## config.mk

```make
export PLATFORM = sky130hd
export DESIGN_NAME = inst_fetch_unit
export DESIGN_NICKNAME = d
export VERILOG_FILES = /design/src/rtl/fetch_pkg.sv /design/src/rtl/fetch_fifo.sv /design/src/rtl/inst_fetch_unit.sv
export SDC_FILE = /design/constraint.sdc
export NUM_CORES = 1
export LEC_CHECK = 0
export ABC_AREA = 1
export CAP_MARGIN = 20
export CELL_PAD_IN_SITES_DETAIL_PLACEMENT = 1
export CELL_PAD_IN_SITES_GLOBAL_PLACEMENT = 1
export CORE_UTILIZATION = 35
export DETAILED_ROUTE_END_ITERATION = 6
export DONT_BUFFER_PORTS = 1
export HOLD_SLACK_MARGIN = 0.03
export PLACE_DENSITY_LB_ADDON = 0.1
export SETUP_SLACK_MARGIN = 0.2
export SLEW_MARGIN = 10
export SYNTH_ARGS = -nofsm -noshare
export SYNTH_HDL_FRONTEND = slang
export SYNTH_SLANG_ARGS = --single-unit
```

## constraint.sdc

```tcl
create_clock -name clk -period 4.57 [get_ports clk]
set_input_delay 0.914 -clock clk [delete_from_list [all_inputs] [get_ports clk]]
set_output_delay 0.914 -clock clk [all_outputs]
set_load 0.005 [all_outputs]
```

## src/rtl/fetch_pkg.sv

```systemverilog
// Shared types for the instruction fetch front end.
//   fetch_state_t : fetch FSM states (IDLE, REQ, DROP)
//   NOP_INSTR     : value presented on the instruction output when the queue is empty
//   fetch_entry_t : one queue entry, the word address and the fetched word
package fetch_pkg;

  typedef enum logic [1:0] {
    IDLE = 2'd0,
    REQ  = 2'd1,
    DROP = 2'd2
  } fetch_state_t;

  localparam logic [31:0] NOP_INSTR = 32'h0000_0000;

  typedef struct packed {
    logic [31:0] pc;
    logic [31:0] instr;
  } fetch_entry_t;

endpackage

```

## src/rtl/fetch_fifo.sv

```systemverilog
// Instruction queue: synchronous FIFO of DEPTH fetch entries.
// Ports:
//   clk, rst    : clock, synchronous active-high reset
//   flush       : empties the queue; a coincident push or pop is dropped
//   push, entry : write one entry at the tail (ignored when full)
//   pop         : remove the head entry (ignored when empty)
//   count       : occupancy 0..DEPTH
//   head_valid  : queue not empty
//   head        : head entry, all-zero (NOP at pc 0) when empty
module fetch_fifo
  import fetch_pkg::*;
#(
  parameter int DEPTH = 4
) (
  input  logic                     clk,
  input  logic                     rst,
  input  logic                     flush,
  input  logic                     push,
  input  fetch_entry_t             entry,
  input  logic                     pop,
  output logic [$clog2(DEPTH):0]   count,
  output logic                     head_valid,
  output fetch_entry_t             head
);

  localparam int AW = $clog2(DEPTH);
  localparam logic [AW:0] FULL_COUNT = (AW+1)'(DEPTH);

  fetch_entry_t   mem_r [DEPTH];
  logic [AW-1:0]  wr_ptr_r;
  logic [AW-1:0]  rd_ptr_r;
  logic [AW:0]    count_r;
  logic [AW:0]    count_next_s;
  logic           do_push_s;
  logic           do_pop_s;

  // Qualify requests against occupancy so the queue can never over/underflow.
  always_comb begin
    do_push_s = push && !flush && (count_r != FULL_COUNT);
    do_pop_s  = pop  && !flush && (count_r != '0);
  end

  // Next occupancy from the qualified push/pop pair.
  always_comb begin
    count_next_s = count_r;
    if (do_push_s && !do_pop_s) begin
      count_next_s = count_r + (AW+1)'(1);
    end else if (!do_push_s && do_pop_s) begin
      count_next_s = count_r - (AW+1)'(1);
    end else begin
      count_next_s = count_r;
    end
  end

  // Pointer and occupancy registers; power-of-two DEPTH makes the pointers wrap naturally.
  always_ff @(posedge clk) begin
    if (rst || flush) begin
      wr_ptr_r <= '0;
      rd_ptr_r <= '0;
      count_r  <= '0;
    end else begin
      if (do_push_s) begin
        wr_ptr_r <= wr_ptr_r + AW'(1);
      end
      if (do_pop_s) begin
        rd_ptr_r <= rd_ptr_r + AW'(1);
      end
      count_r <= count_next_s;
    end
  end

  // Entry storage; contents are only observed through head when non-empty, so no reset.
  always_ff @(posedge clk) begin
    if (do_push_s) begin
      mem_r[wr_ptr_r] <= entry;
    end
  end

  // Head view: forced to NOP at address 0 while empty.
  always_comb begin
    head_valid = (count_r != '0);
    if (head_valid) begin
      head = mem_r[rd_ptr_r];
    end else begin
      head = '{pc: 32'h0000_0000, instr: NOP_INSTR};
    end
  end

  assign count = count_r;

endmodule

```

## src/rtl/inst_fetch_unit.sv

```systemverilog
// Instruction fetch front end: owns the fetch PC, issues word reads to
// instruction memory with a hold-until-valid handshake, and queues the
// fetched words (with their addresses) for the core.
// Ports:
//   clk, rst               : clock, synchronous active-high reset
//   redirect, redirect_pc  : flush the queue and restart fetching at redirect_pc
//   mem_req, mem_addr      : read request and registered word address
//   mem_rvalid, mem_rdata  : read response for the current mem_addr
//   ir_valid, ir, ir_pc    : queue head towards the core (zeros when empty)
//   ir_ready               : core consumes the head this cycle
module inst_fetch_unit
  import fetch_pkg::*;
#(
  parameter int          DEPTH    = 4,
  parameter logic [31:0] RESET_PC = 32'd0
) (
  input  logic        clk,
  input  logic        rst,
  input  logic        redirect,
  input  logic [31:0] redirect_pc,
  output logic        mem_req,
  output logic [31:0] mem_addr,
  input  logic        mem_rvalid,
  input  logic [31:0] mem_rdata,
  output logic        ir_valid,
  output logic [31:0] ir,
  output logic [31:0] ir_pc,
  input  logic        ir_ready
);

  localparam int CW = $clog2(DEPTH) + 1;
  localparam logic [CW-1:0] FULL_COUNT = CW'(DEPTH);

  fetch_state_t  state_r;
  fetch_state_t  state_next_s;
  logic [31:0]   fpc_r;
  logic [31:0]   fpc_next_s;
  logic [31:0]   mem_addr_r;
  logic [31:0]   mem_addr_next_s;
  logic          push_s;
  logic          pop_s;
  logic [CW-1:0] count_s;
  logic [CW-1:0] count_next_s;
  logic          head_valid_s;
  fetch_entry_t  head_s;
  fetch_entry_t  push_entry_s;

  // A redirect wins over both the returning word and the core's pop.
  always_comb begin
    pop_s        = head_valid_s && ir_ready && !redirect;
    push_s       = (state_r == REQ) && mem_rvalid && !redirect;
    push_entry_s = '{pc: fpc_r, instr: mem_rdata};
  end

  // Occupancy after this cycle; the pop is counted before deciding whether there is room.
  always_comb begin
    count_next_s = count_s;
    if (push_s && !pop_s) begin
      count_next_s = count_s + CW'(1);
    end else if (!push_s && pop_s) begin
      count_next_s = count_s - CW'(1);
    end else begin
      count_next_s = count_s;
    end
  end

  // Fetch FSM, fetch PC and request address next-state logic.
  always_comb begin
    state_next_s    = state_r;
    fpc_next_s      = fpc_r;
    mem_addr_next_s = mem_addr_r;
    if (redirect) begin
      fpc_next_s = redirect_pc;
      // An outstanding request cannot be withdrawn: wait out its response in DROP.
      if ((state_r != IDLE) && !mem_rvalid) begin
        state_next_s = DROP;
      end else begin
        state_next_s = IDLE;
      end
    end else begin
      case (state_r)
        IDLE: begin
          if (count_next_s < FULL_COUNT) begin
            state_next_s    = REQ;
            mem_addr_next_s = fpc_r;
          end else begin
            state_next_s = IDLE;
          end
        end
        REQ: begin
          if (mem_rvalid) begin
            fpc_next_s = fpc_r + 32'd1;
            if (count_next_s < FULL_COUNT) begin
              state_next_s    = REQ;
              mem_addr_next_s = fpc_r + 32'd1;
            end else begin
              state_next_s = IDLE;
            end
          end else begin
            state_next_s = REQ;
          end
        end
        DROP: begin
          if (mem_rvalid) begin
            state_next_s = IDLE;
          end else begin
            state_next_s = DROP;
          end
        end
        default: begin
          state_next_s = IDLE;
        end
      endcase
    end
  end

  // Fetch state registers.
  always_ff @(posedge clk) begin
    if (rst) begin
      state_r    <= IDLE;
      fpc_r      <= RESET_PC;
      mem_addr_r <= 32'h0000_0000;
    end else begin
      state_r    <= state_next_s;
      fpc_r      <= fpc_next_s;
      mem_addr_r <= mem_addr_next_s;
    end
  end

  fetch_fifo #(
    .DEPTH (DEPTH)
  ) u_fifo (
    .clk        (clk),
    .rst        (rst),
    .flush      (redirect),
    .push       (push_s),
    .entry      (push_entry_s),
    .pop        (pop_s),
    .count      (count_s),
    .head_valid (head_valid_s),
    .head       (head_s)
  );

  assign mem_req  = (state_r != IDLE);
  assign mem_addr = mem_addr_r;
  assign ir_valid = head_valid_s;
  assign ir       = head_s.instr;
  assign ir_pc    = head_s.pc;

endmodule

```

# Word-level counts from Yosys, hierarchy flattened
# Memory sizes are Yosys's and may differ from the RTL's. A register that Yosys moved wholly into a read port is not among the register bits.
# Cells that the tools add are included.
# W data, S select, Z words.
[classes]
addsub = 5
magnitude_cmp = 1
n_eq_ne = 6
muxes = 22
bitwise = 1
n_reduce_logical = 29
[op_table]
columns = ["operator", "count"]
rows = [
  ["$mux W32", 6],
  ["$mux W64", 1],
  ["$pmux W32 S2", 1],
  ["$add A32 B1 Y32 const B", 1],
  ["$logic_and A1 B1 Y1", 13],
  ["$mux W2", 6],
  ["$mux W3", 4],
  ["$reduce_bool A2 Y1", 5],
  ["$logic_not A1 Y1", 6],
  ["$pmux W2 S3", 1],
  ["$reduce_and A5 Y1", 1],
  ["$add A2 B1 Y2 const B", 2],
  ["$ne A2 B2 Y1 const B", 2],
  ["$add A3 B1 Y3 const B", 1],
  ["$lt A3 B3 Y1 const B", 1],
  ["$mux W1", 3],
  ["$ne A3 B3 Y1 const B", 1],
  ["$reduce_bool A3 Y1", 1],
  ["$sub A3 B1 Y3 const B", 1],
  ["$eq A2 B1 Y1 const B", 1],
  ["$eq A2 B2 Y1 const B", 1],
  ["$logic_not A2 Y1", 1],
  ["$ne A2 B1 Y1 const B", 1],
  ["$reduce_and A2 Y1", 1],
  ["other kinds (2)", 2],
]
[word_totals]
register_bits = 73
ram_bits = 256
inputBits = 69
output_inout_bits = 98
elab_cells = 71
memories = 1
[mem_list]
columns = ["memory", "depth", "width", "rd", "rd_ports_with_merged_regs", "wr", "line_no", "text"]
rows = [
  ["u_fifo.mem_r", 4, 64, 1, 1, 1, "fetch_fifo.sv:29", "fetch_entry_t mem_r [DEPTH];"],
]

# Depth between registers and ports, before layout
# Gate-level depths: netlist (run 1).
[depth]
ltp_word = 12
ltp_mapped = 12
ltp_nobuf = 11

# Cells and area by module
# From an unflattened synthesis (run 1), not the netlist that was laid out.
[hier_totals]
hier_cells = 1549
area_unflattened_um2 = 14569.0
[modules_own_cells]
columns = ["mod", "n_inst", "cells_per_inst", "area_per_inst_um2", "seq_area_each_um2"]
rows = [
  ["fetch_fifo", 1, 827, 10416.2, 7867.5],
  ["inst_fetch_unit", 1, 722, 4152.7, 1321.3],
]

# Worst setup path after synthesis (run 1)
# No wires, ideal clock.
[synth_path]
path_kind = "in2reg"
start = "in redirect"
end = "mem u_fifo.mem_r[0][0] in the netlist's numbering, enable pin"
setup_time_ps = 487
t_arrival_ps = 4226
required_ps = 4083
slack_ps = -143
path_stages = 4
n_path_buf = 1
path_cell_list = "buf_2 -> nor2_2 -> o21ai_1 -> nor2_1"
[synth_via]
elab_chain_len = 6
[synth_lines]
columns = ["element", "line_no", "text"]
rows = [
  ["start: declaration", "inst_fetch_unit.sv:19", "input logic redirect,"],
  ["$logic_not A1 Y1 (*)", "fetch_fifo.sv:39, inst_fetch_unit.sv:51", ""],
  ["$logic_and A1 B1 Y1", "inst_fetch_unit.sv:51", "push_s = (state_r == REQ) && mem_rvalid && !redirect;"],
  ["$logic_and A1 B1 Y1 (*) (2 in a row)", "fetch_fifo.sv:39", "do_push_s = push && !flush && (count_r != FULL_COUNT);"],
  ["$mux W1 (*)", "fetch_fifo.sv:74", "if (do_push_s) begin"],
  ["$mux W1 (implied by the code) (*)", "fetch_fifo.sv:75", "mem_r[wr_ptr_r] <= entry;"],
  ["end: declaration", "fetch_fifo.sv:29", ""],
]
# Every way passes the cells marked *; elsewhere a longest branch is shown, timed or not.

==> qor.txt, run 1 <==
Outcome = complete, no violations
Worst EP required = 3.66 ns
Final Skew = 0.0190 ns
DRC viols = 0
Number of setup buffers added after CTS = 0
CP arrival = 2.77 ns
Initial antenna violation count = 0
Row count = 74
CP max FO = 68
Hold Vio Cnt, Final = 0
Worst vdd ir = 0.210 mV
DIE AREA = 42,000 µm²
Critical-path cell list = inv_2 -> buf_4 -> o21ai_0 -> a21oi_1
Slowest cell on crit path = dfxtp_4
Worst setup margin = 0.885 ns
RSZ-0062 raised after global routing = no
Seq/Total Area, Yosys = 63.7%
FF-to-FF setup slack = 1.92 ns
Max-slew headroom = 29.8%
Drt wl/cell = 20.3 µm
Gr ovfl total = 0
Fillcell total = 4,602
Power per cell area = 411 nW/µm²
Via density = 5.02
I/O pin count = 167
Port Buffers = 0
Synth Warn # = 0
Synth unique cells = 32
TritonCTS Buffers = 37
Chip height = 205 µm
H-tree depth = 2
Synthesized cell area = 14,400 µm²
Final min period = 3.69 ns
Setup TNS = 0 ns
Post-CTS Resized = 0
Sink Count = 331
Routed length on met3 = 2300 µm
Hold Path Sink = fpc_r[2]$_SDFFE_PP0P_
Global-route wire length before repair = 64,700 µm
Placer congestion estimate = 0.790
Synth Instances = 1,540
Psw = 0.00153 W
Clock group share of total power = 44.9%
Worst Hold Class = in -> reg
Worst slew pin tran = 1.05 ns
MaxCap Viol Count = 0
Post-DP HPWL = 26,400 µm
Pint = 0.00513 W
Fin nets = 1,597
CTS tree = yes
Critical Path Source Type = flip-flop
GRT Total Usage = 20.4%
Sequential share of power = 50.7%
Final Max Tran Viols = 0
Net count after synthesis = 1,618
Max stage delay on crit path = 0.56 ns
Root buffer cell = clkbuf_16
Static Leakage = 5.84 nW
Largest net degree at the start of global routing = 69
Avg Cell Area, Syn = 9.37 µm²
Via count = 10,456
Crit Path Category = reg -> out
Multi-input gate area = 4570 µm²
Chip width = 205 µm
CTS Buffer Depth = 3
Final instance area = 16,200 µm²
Vias in the first global route = 10,885
Area after DPL = 15,000 µm²
Core ar. = 40,700 µm²
Fraction of layout cells with a size suffix above 1 = 6.14%
Most frequent cells in the layout = nor2_1 (378), nand2_1 (297), edfxtp_1 (256)
CP endpoint kind = output port
Layout area overhead = 12.3%
Commonest non-fill, non-tap cell in the layout = nor2_1
Pre-CTS setup slack = 1.38 ns
Final antenna-violating net count = 0
Combinational share of power = 4.4%
Final period util = 80.6%
Sequential cell area = 9190 µm²
# hold bufs at CTS = 0
Latest clock arrival within the worst-skew pair = 0.56 ns
Hold Crit Start = rst
Reg clk slew, reported paths = 0.06 ns
Met2 wire len = 20,200 µm
Worst flop-to-flop path endpoint = mem_addr[15]$_SDFFE_PP0P_
Total length of routed wires = 42,300 µm
Initial DRC count = 450
Fmax = 271 MHz
Worst hold path cell count = 1
Routed length on met1 = 19,100 µm
Final number of setup-violating endpoints = 0
Worst reg2reg path depth = 9
Starting density of the core = 35.4%
Drt pass-1 iters = 4
Max layer used = met4
Final core utilization = 39.8%
Post-Route Hold Slack = 0.425 ns
Reg2reg start = state_r[1]$_SDFF_PP0_
Switching part of the total = 23.0%
Synth Register Bits = 331
logic make-up (layout without fill, tap and decap cells):
| group | Yosys count | count (layout) | share of synthesized area, % |
|---|---|---|---|
| AND/OR/NAND/NOR | 739 | 739 | 20.2 |
| adder cells (fa/ha/maj) | 9 | 9 | 0.781 |
| flip-flops | 331 | 331 | 63.7 |
| multiplexers | 1 | 1 | 0.0694 |
| other | 0 | 1 | 0 |
| XOR/XNOR | 11 | 11 | 0.668 |
| AO/OA/AOI/OAI | 273 | 273 | 9.75 |
| buffers and inverters | 176 | 184 | 4.81 |
routing by layer:
metal	global-route usage (%)	vias to the layer above
met5	0	-
met4	5.61	0
met3	5.28	49
met2	34.2	178
met1	26.0	5128
li1	-	5101
worst max-delay path by stage:
stage,start,end,slack [ns],cells past startpoint
finish,flip-flop,ir_pc[15],0.88,4
global route,flip-flop,ir[13],0.58,5
CTS,flip-flop,ir_pc[10],0.77,5
detailed placement,flip-flop,ir_pc[10],1.38,5
global placement,flip-flop,ir[11],1.41,5
floorplan,redirect,u_fifo.mem_r[0][0]$_DFFE_PP_,-0.14,4
sequential cells by signal, summed over array words and instances, names as in the netlist, named ones only:
register         flops
mem_addr            32
u_fifo.mem_r       256
fpc_r               32
u_fifo.wr_ptr_r      2
state_r              2
u_fifo.count         3
u_fifo.rd_ptr_r      2
synthesized netlist by cell type:
| cell | instances | area (µm²) |
|---|---|---|
| buf_2 | 5 | 25.0 |
| xnor2_1 | 5 | 43.8 |
| nand4_1 | 12 | 75.1 |
| buf_4 | 3 | 22.5 |
| mux2i_1 | 1 | 10.0 |
| o21bai_1 | 1 | 7.51 |
| a211oi_1 | 1 | 7.51 |
| nand3_2 | 2 | 20.0 |
| edfxtp_1 | 256 | 7690 |
| nand2_1 | 297 | 1110 |
| clkbuf_1 | 56 | 210 |
| inv_1 | 92 | 345 |
| nand3_1 | 36 | 180 |
| o21ai_0 | 153 | 766 |
| nand2_4 | 1 | 11.3 |
| nand2_2 | 1 | 6.26 |
| a2111oi_0 | 1 | 8.76 |
| nand3b_1 | 2 | 15.0 |
| inv_2 | 5 | 18.8 |
| a21oi_1 | 90 | 450 |
| xor2_1 | 6 | 52.6 |
| or2_2 | 1 | 6.26 |
| a31oi_1 | 23 | 144 |
| o21ai_1 | 3 | 15.0 |
| dfxtp_1 | 75 | 1500 |
| ha_1 | 9 | 113 |
| nor2_1 | 382 | 1430 |
| nor2_2 | 3 | 18.8 |
| buf_6 | 2 | 22.5 |
| o21a_1 | 1 | 7.51 |
| nand3_4 | 2 | 35.0 |
| buf_1 | 13 | 48.8 |
critical path: cells and delay by family (launching register included):
| family | cells | cell delay, ns |
|---|---|---|
| AO/OA/AOI/OAI | 2 | 0.56 |
| flip-flops | 1 | 0.56 |
| buffers and inverters | 2 | 1.03 |
metrics by stage:
stage                     power [W]  std cells
after floorplan             0.00364       1540
after global routing        0.00692       2080
after global placement      0.00373       2011
final                       0.00667       2081
after detailed placement    0.00374       2011
after CTS                   0.00677       2079
cell type report:
class	instances	share of cell area (%)
clock buffer	42	5.89
antenna	1	0.0154
tap	532	4.11
timing repair buffer	19	1.16
sequential	331	56.8
clock inverter	26	1.60
inverter	97	2.26
multi-input combinational	1033	28.2
power by group through the flow:
stage	clock (W)	combinational [W]	sequential, W
after floorplan	0	0.000229	0.00341
after global placement	0	0.000289	0.00344
after detailed placement	0	0.000297	0.00344
after CTS	0.00309	0.000300	0.00338
after global routing	0.00319	0.000340	0.00339
final	0.00299	0.000294	0.00338
No activity file was read; power rests on OpenSTA's default activity.
==> inputs of run 2 (changes only) <==
==> constraint.sdc (replaced) <==
create_clock -name clk -period 3.82 [get_ports clk]
set_input_delay 0.764 -clock clk [delete_from_list [all_inputs] [get_ports clk]]
set_output_delay 0.764 -clock clk [all_outputs]
set_load 0.005 [all_outputs]
==> run 2 against run 1 <==
  * First-iteration DRC count up 10%
  * Combinational power up 20%
  * Critical path depth up 2
  * Register-to-register slack worse by 0.67 ns
  * Clock skew down 0.0094 ns
  * Wire length about the same
  * Die area unchanged
  * Via count up 1.1%
  * Clock power up 26%
  * Clock-buffer cell count up 10
  * Non-clock buffer count down 1
  * Largest cell class unchanged
==> qor.txt, run 2 (synthesis gave the netlist of run 1 again) <==
Outcome = complete, no violations
CTS Buffer Depth = 3
Final antenna-violating net count = 0
Worst vdd ir = 0.252 mV
CTS tree = yes
Post-Route Hold Slack = 0.291 ns
TritonCTS Buffers = 39
Worst Setup SP = u_fifo.count[0]$_SDFFE_PP0P_
Static Leakage = 5.89 nW
Worst hold path cell count = 1
FF-to-FF setup slack = 1.25 ns
Via count = 10,571
Max stage delay on crit path = 0.70 ns
Chip width = 205 µm
Initial DRC count = 496
Gr ovfl total = 0
Commonest non-fill, non-tap cell in the layout = nor2_1
Max-slew headroom = 31.1%
Initial antenna violation count = 0
Max reg flops = 256
Final min period = 3.22 ns
DIE AREA = 42,000 µm²
Latest clock arrival within the worst-skew pair = 0.54 ns
Chip height = 205 µm
Fin nets = 1,598
Reg clk slew, reported paths = 0.06 ns
Power per cell area = 502 nW/µm²
Hold Vio Cnt, Final = 0
Core ar. = 40,700 µm²
Vias in the first global route = 10,831
Drt pass-1 iters = 5
Pwr Total = 0.00816 W
Via density = 5.08
Most frequent cells in the layout = nor2_1 (378), nand2_1 (297), edfxtp_1 (256)
Largest net degree at the start of global routing = 129
CP endpoint kind = output port
Post-Layout Cell Count = 2,079
Critical-path cell list = inv_1 -> ha_1 -> nand2_4 -> inv_2 -> buf_12 -> a21oi_1
GRT Total Usage = 20.4%
Post-CTS Resized = 0
Worst EP required = 3.06 ns
Worst Hold Class = in -> reg
Termination of the worst setup path = ir_pc[13]
H-tree depth = 2
Fraction of layout cells with a size suffix above 1 = 5.88%
CP arrival = 2.46 ns
RSZ-0062 raised after global routing = no
Fmax = 311 MHz
Placed Cells = 2,011
Sink Count = 331
DRC viols = 0
Final Skew = 0.00959 ns
Port Buffers = 0
Setup TNS = 0 ns
I/O pin count = 167
Final period util = 84.3%
Row count = 74
Worst flop-to-flop path endpoint = mem_addr[20]$_SDFFE_PP0P_
Starting density of the core = 35.4%
Global-route wire length before repair = 64,500 µm
# hold bufs at CTS = 0
# diodes = 0
Placer congestion estimate = 0.757
Drt wl/cell = 20.3 µm
Critical Path Source Type = flip-flop
Reg2reg start = fpc_r[0]$_SDFFE_PP0P_
Most flop-heavy register = u_fifo.mem_r
Slowest cell on crit path = inv_2
Layout area overhead = 12.7%
MaxCap Viol Count = 0
CP max FO = 38
Final Max Tran Viols = 0
Worst reg2reg path depth = 10
Total length of routed wires = 42,300 µm
Worst slew pin tran = 1.03 ns
Root buffer cell = clkbuf_16
Number of setup buffers added after CTS = 0
Post-DP HPWL = 26,300 µm
Final number of setup-violating endpoints = 0
Crit Path Category = reg -> out
==> run 2: cell types whose count changed in the layout (fill, tap and decap cells not counted), sizes merged, moves of 2 or more <==
| cell | delta |
|---|---|
| clkbuf | +10 |
| clkinv | -6 |
| clkinvlp | -3 |
| inv | -2 |
==> run 2: worst min-delay path by stage <==
stage,from,slack [ns],endpoint
after floorplan,fpc_r[2]$_SDFFE_PP0P_,0.45,u_fifo.mem_r[0][34]$_DFFE_PP_
after global placement,u_fifo.rd_ptr_r[1]$_SDFFE_PP0P_,0.47,flip-flop
after detailed placement,u_fifo.rd_ptr_r[1]$_SDFFE_PP0P_,0.48,flip-flop
after CTS,rst,0.26,fpc_r[17]$_SDFFE_PP0P_
after global routing,rst,0.26,fpc_r[2]$_SDFFE_PP0P_
final,rst,0.29,fpc_r[4]$_SDFFE_PP0P_
==> run 2: worst max-delay path: cells and delay by family (launching register included) <==
kind,cells,cell delay [ns]
AOI/OAI and AO/OA,1,0.13
buffers and inverters,3,1.08
DFF,1,0.33
and+or+nand+nor,1,0.10
adders and majority gates,1,0.22
==> run 2: per-stage QoR <==
step           cell area [µm²]  util (%)  setup slack, ns
2_1_floorplan            14400         -           -0.743
3_3_place_gp             15000      36.7             1.17
3_5_place_dp             15000      36.7             1.13
4_1_cts                  16300      39.9            0.543
5_1_grt                  16300      39.9            0.483
6_report                 16300      39.9            0.601
==> run 2: power breakdown <==
part	total [W]	internal (W)	switching, W	leakage [nW]
clock network	0.00377	0.00232	0.00144	0.625
registers	0.00404	0.00395	0.0000926	2.97
logic	0.000352	0.000105	0.000247	2.29
total	0.00816	0.00638	0.00178	5.89
==> run 2: metal layers <==
layer	global-route usage, %	vias to the layer above	share of wire [%]
met4	4.87	0	1.9
met5	0	-	0
met2	34.4	205	48
met3	5.06	53	5.5
li1	-	5086	-
met1	26.0	5227	45
==> run 2: cell type report <==
| class | instances | area (µm²) |
|---|---|---|
| Clock inverter | 16 | 199 |
| Multi-Input combinational cell | 1033 | 4570 |
| Sequential cell | 331 | 9190 |
| Timing Repair Buffer | 18 | 173 |
| Clock buffer | 52 | 1090 |
| Tap cell | 532 | 666 |
| Inverter | 97 | 365 |
| Fill cell | 4649 | 24500 |
==> inputs of run 3 (changes only) <==
==> constraint.sdc (replaced) <==
create_clock -name clk -period 2.7 [get_ports clk]
set_input_delay 0.54 -clock clk [delete_from_list [all_inputs] [get_ports clk]]
set_output_delay 0.54 -clock clk [all_outputs]
set_load 0.005 [all_outputs]
==> run 3 against run 2 <==
  * Clock-buffer cell count decreased by 3
  * Critical path depth is 2 lower
  * Sequential share of layout area is 1.7 points lower
==> qor.txt, run 3 (synthesis gave the netlist of run 1 again) <==
Commonest non-fill, non-tap cell in the layout = nor2_1
Post-Layout Cell Count = 2,107
Hold Crit Start = rst
Outcome = complete, no violations
Core ar. = 40,700 µm²
CTS tree = yes
GRT Total Usage = 20.8%
Fmax = 411 MHz
CP endpoint kind = output port
Max reg flops = 256
Critical Path Source Type = flip-flop
DIE AREA = 42,000 µm²
RSZ-0062 raised after global routing = yes
MaxCap Viol Count = 0
Worst reg2reg path depth = 11
Vias in the first global route = 11,091
Hold Vio Cnt, Final = 0
FF-to-FF setup slack = 0.52 ns
Fin nets = 1,623
Layout area overhead = 16.2%
Placed Cells = 2,030
Worst flop-to-flop path endpoint = mem_addr[12]$_SDFFE_PP0P_
DRC viols = 0
Setup TNS = 0 ns
Largest net degree at the start of global routing = 65
Latest clock arrival within the worst-skew pair = 0.55 ns
# diodes = 0
CTS Buffer Depth = 3
Crit Path Category = reg -> out
Drt wl/cell = 20.7 µm
Final Max Tran Viols = 0
Starting density of the core = 35.4%
TritonCTS Buffers = 38
Final period util = 90.1%
I/O pin count = 167
Most flop-heavy register = u_fifo.mem_r
Placer congestion estimate = 0.745
Max-slew headroom = 62.8%
Via density = 5.06
Fillcell total = 4,580
Static Leakage = 6.07 nW
Initial antenna violation count = 0
CP max FO = 45
Worst EP required = 2.16 ns
Drt pass-1 iters = 4
Row count = 74
Critical-path cell list = inv_2 -> bufbuf_16 -> o21ai_0 -> a21oi_2
Post-DP HPWL = 26,900 µm
Final number of setup-violating endpoints = 0
Cell family with most CP delay = flip-flops
CP arrival = 1.89 ns
Total length of routed wires = 43,600 µm
Hold Path Sink = fpc_r[0]$_SDFFE_PP0P_
Chip width = 205 µm
Worst slew pin tran = 0.558 ns
Slowest cell on crit path = dfxtp_4
Worst hold path cell count = 1
Sink Count = 331
Global-route wire length before repair = 65,900 µm
Root buffer cell = clkbuf_16
Final min period = 2.43 ns
Worst Hold Class = in -> reg
Buffers and inverters on the worst path = 2
Final Skew = 0.0197 ns
Final antenna-violating net count = 0
Chip height = 205 µm
Worst vdd ir = 0.379 mV
Power per cell area = 674 nW/µm²
Fraction of layout cells with a size suffix above 1 = 9.46%
Most frequent cells in the layout = nor2_1 (378), nand2_1 (297), edfxtp_1 (256)
Max stage delay on crit path = 0.48 ns
Via count = 10,667
Reg2reg start = fpc_r[1]$_SDFFE_PP0P_
Port Buffers = 0
Reg clk slew, reported paths = 0.06 ns
Gr ovfl total = 0
Initial DRC count = 415
H-tree depth = 2
==> run 3: cell type report <==
class / count / area [µm²] / area share [%]
multi-input combinational: 1033 / 4720 / 28.2
clock inverter: 21 / 126 / 0.754
clock buffer: 49 / 1090 / 6.48
sequential: 331 / 9200 / 54.9
timing repair buffer: 44 / 592 / 3.53
inverter: 97 / 369 / 2.20
tap: 532 / 666 / 3.97
==> run 3: report_power, final <==
group / internal [W] / switching [W] / total, W
Clock: 0.00293 / 0.00208 / 0.00502
Combinational: 0.000185 / 0.000396 / 0.000581
Sequential: 0.00559 / 0.000115 / 0.00570
==> run 3: worst max path at each step <==
stage | cells after the start | endpoint | slack, ns
3_5_place_dp | 11 | mem_addr[12]$_SDFFE_PP0P_ | 0.42
6_report | 4 | ir_pc[22] | 0.27
3_3_place_gp | 11 | mem_addr[12]$_SDFFE_PP0P_ | 0.56
5_1_grt | 5 | ir[4] | 0.14
2_1_floorplan | 4 | u_fifo.mem_r[0][0]$_DFFE_PP_ | 0.25
4_1_cts | 6 | ir_pc[25] | 0.12
==> run 3: layer usage <==
layer  global-route usage (%)  wire, µm  vias up
met5                        0         0        -
met4                     6.93      1090        0
met3                     4.20      2110       63
met2                     35.4     20800      182
met1                     26.4     19600     5275
li1                         -         -     5147
==> run 3: repair_timing <==
item	CTS	global route
setup buffers	2	1
gates cloned	2	1
endpoints found under the setup margin	61	58
resized for setup	16	32
hold buffers	1	0
hold endpoints to repair	1	0
==> run 3: through the flow <==
stage | hold slack, ns | setup WS, ns | power [W] | instance area, µm² | util (%)
after global routing | 0.0328 | 0.142 | 0.0117 | 16800 | 41.1
after CTS | 0.0314 | 0.118 | 0.0114 | 16600 | 40.8
after global placement | 0.474 | 0.564 | 0.00635 | 15200 | 37.4
after floorplan | 0.455 | 0.254 | 0.00616 | 14500 | -
final | 0.0543 | 0.266 | 0.0113 | 16800 | 41.1
after detailed placement | 0.485 | 0.425 | 0.00637 | 15200 | 37.4
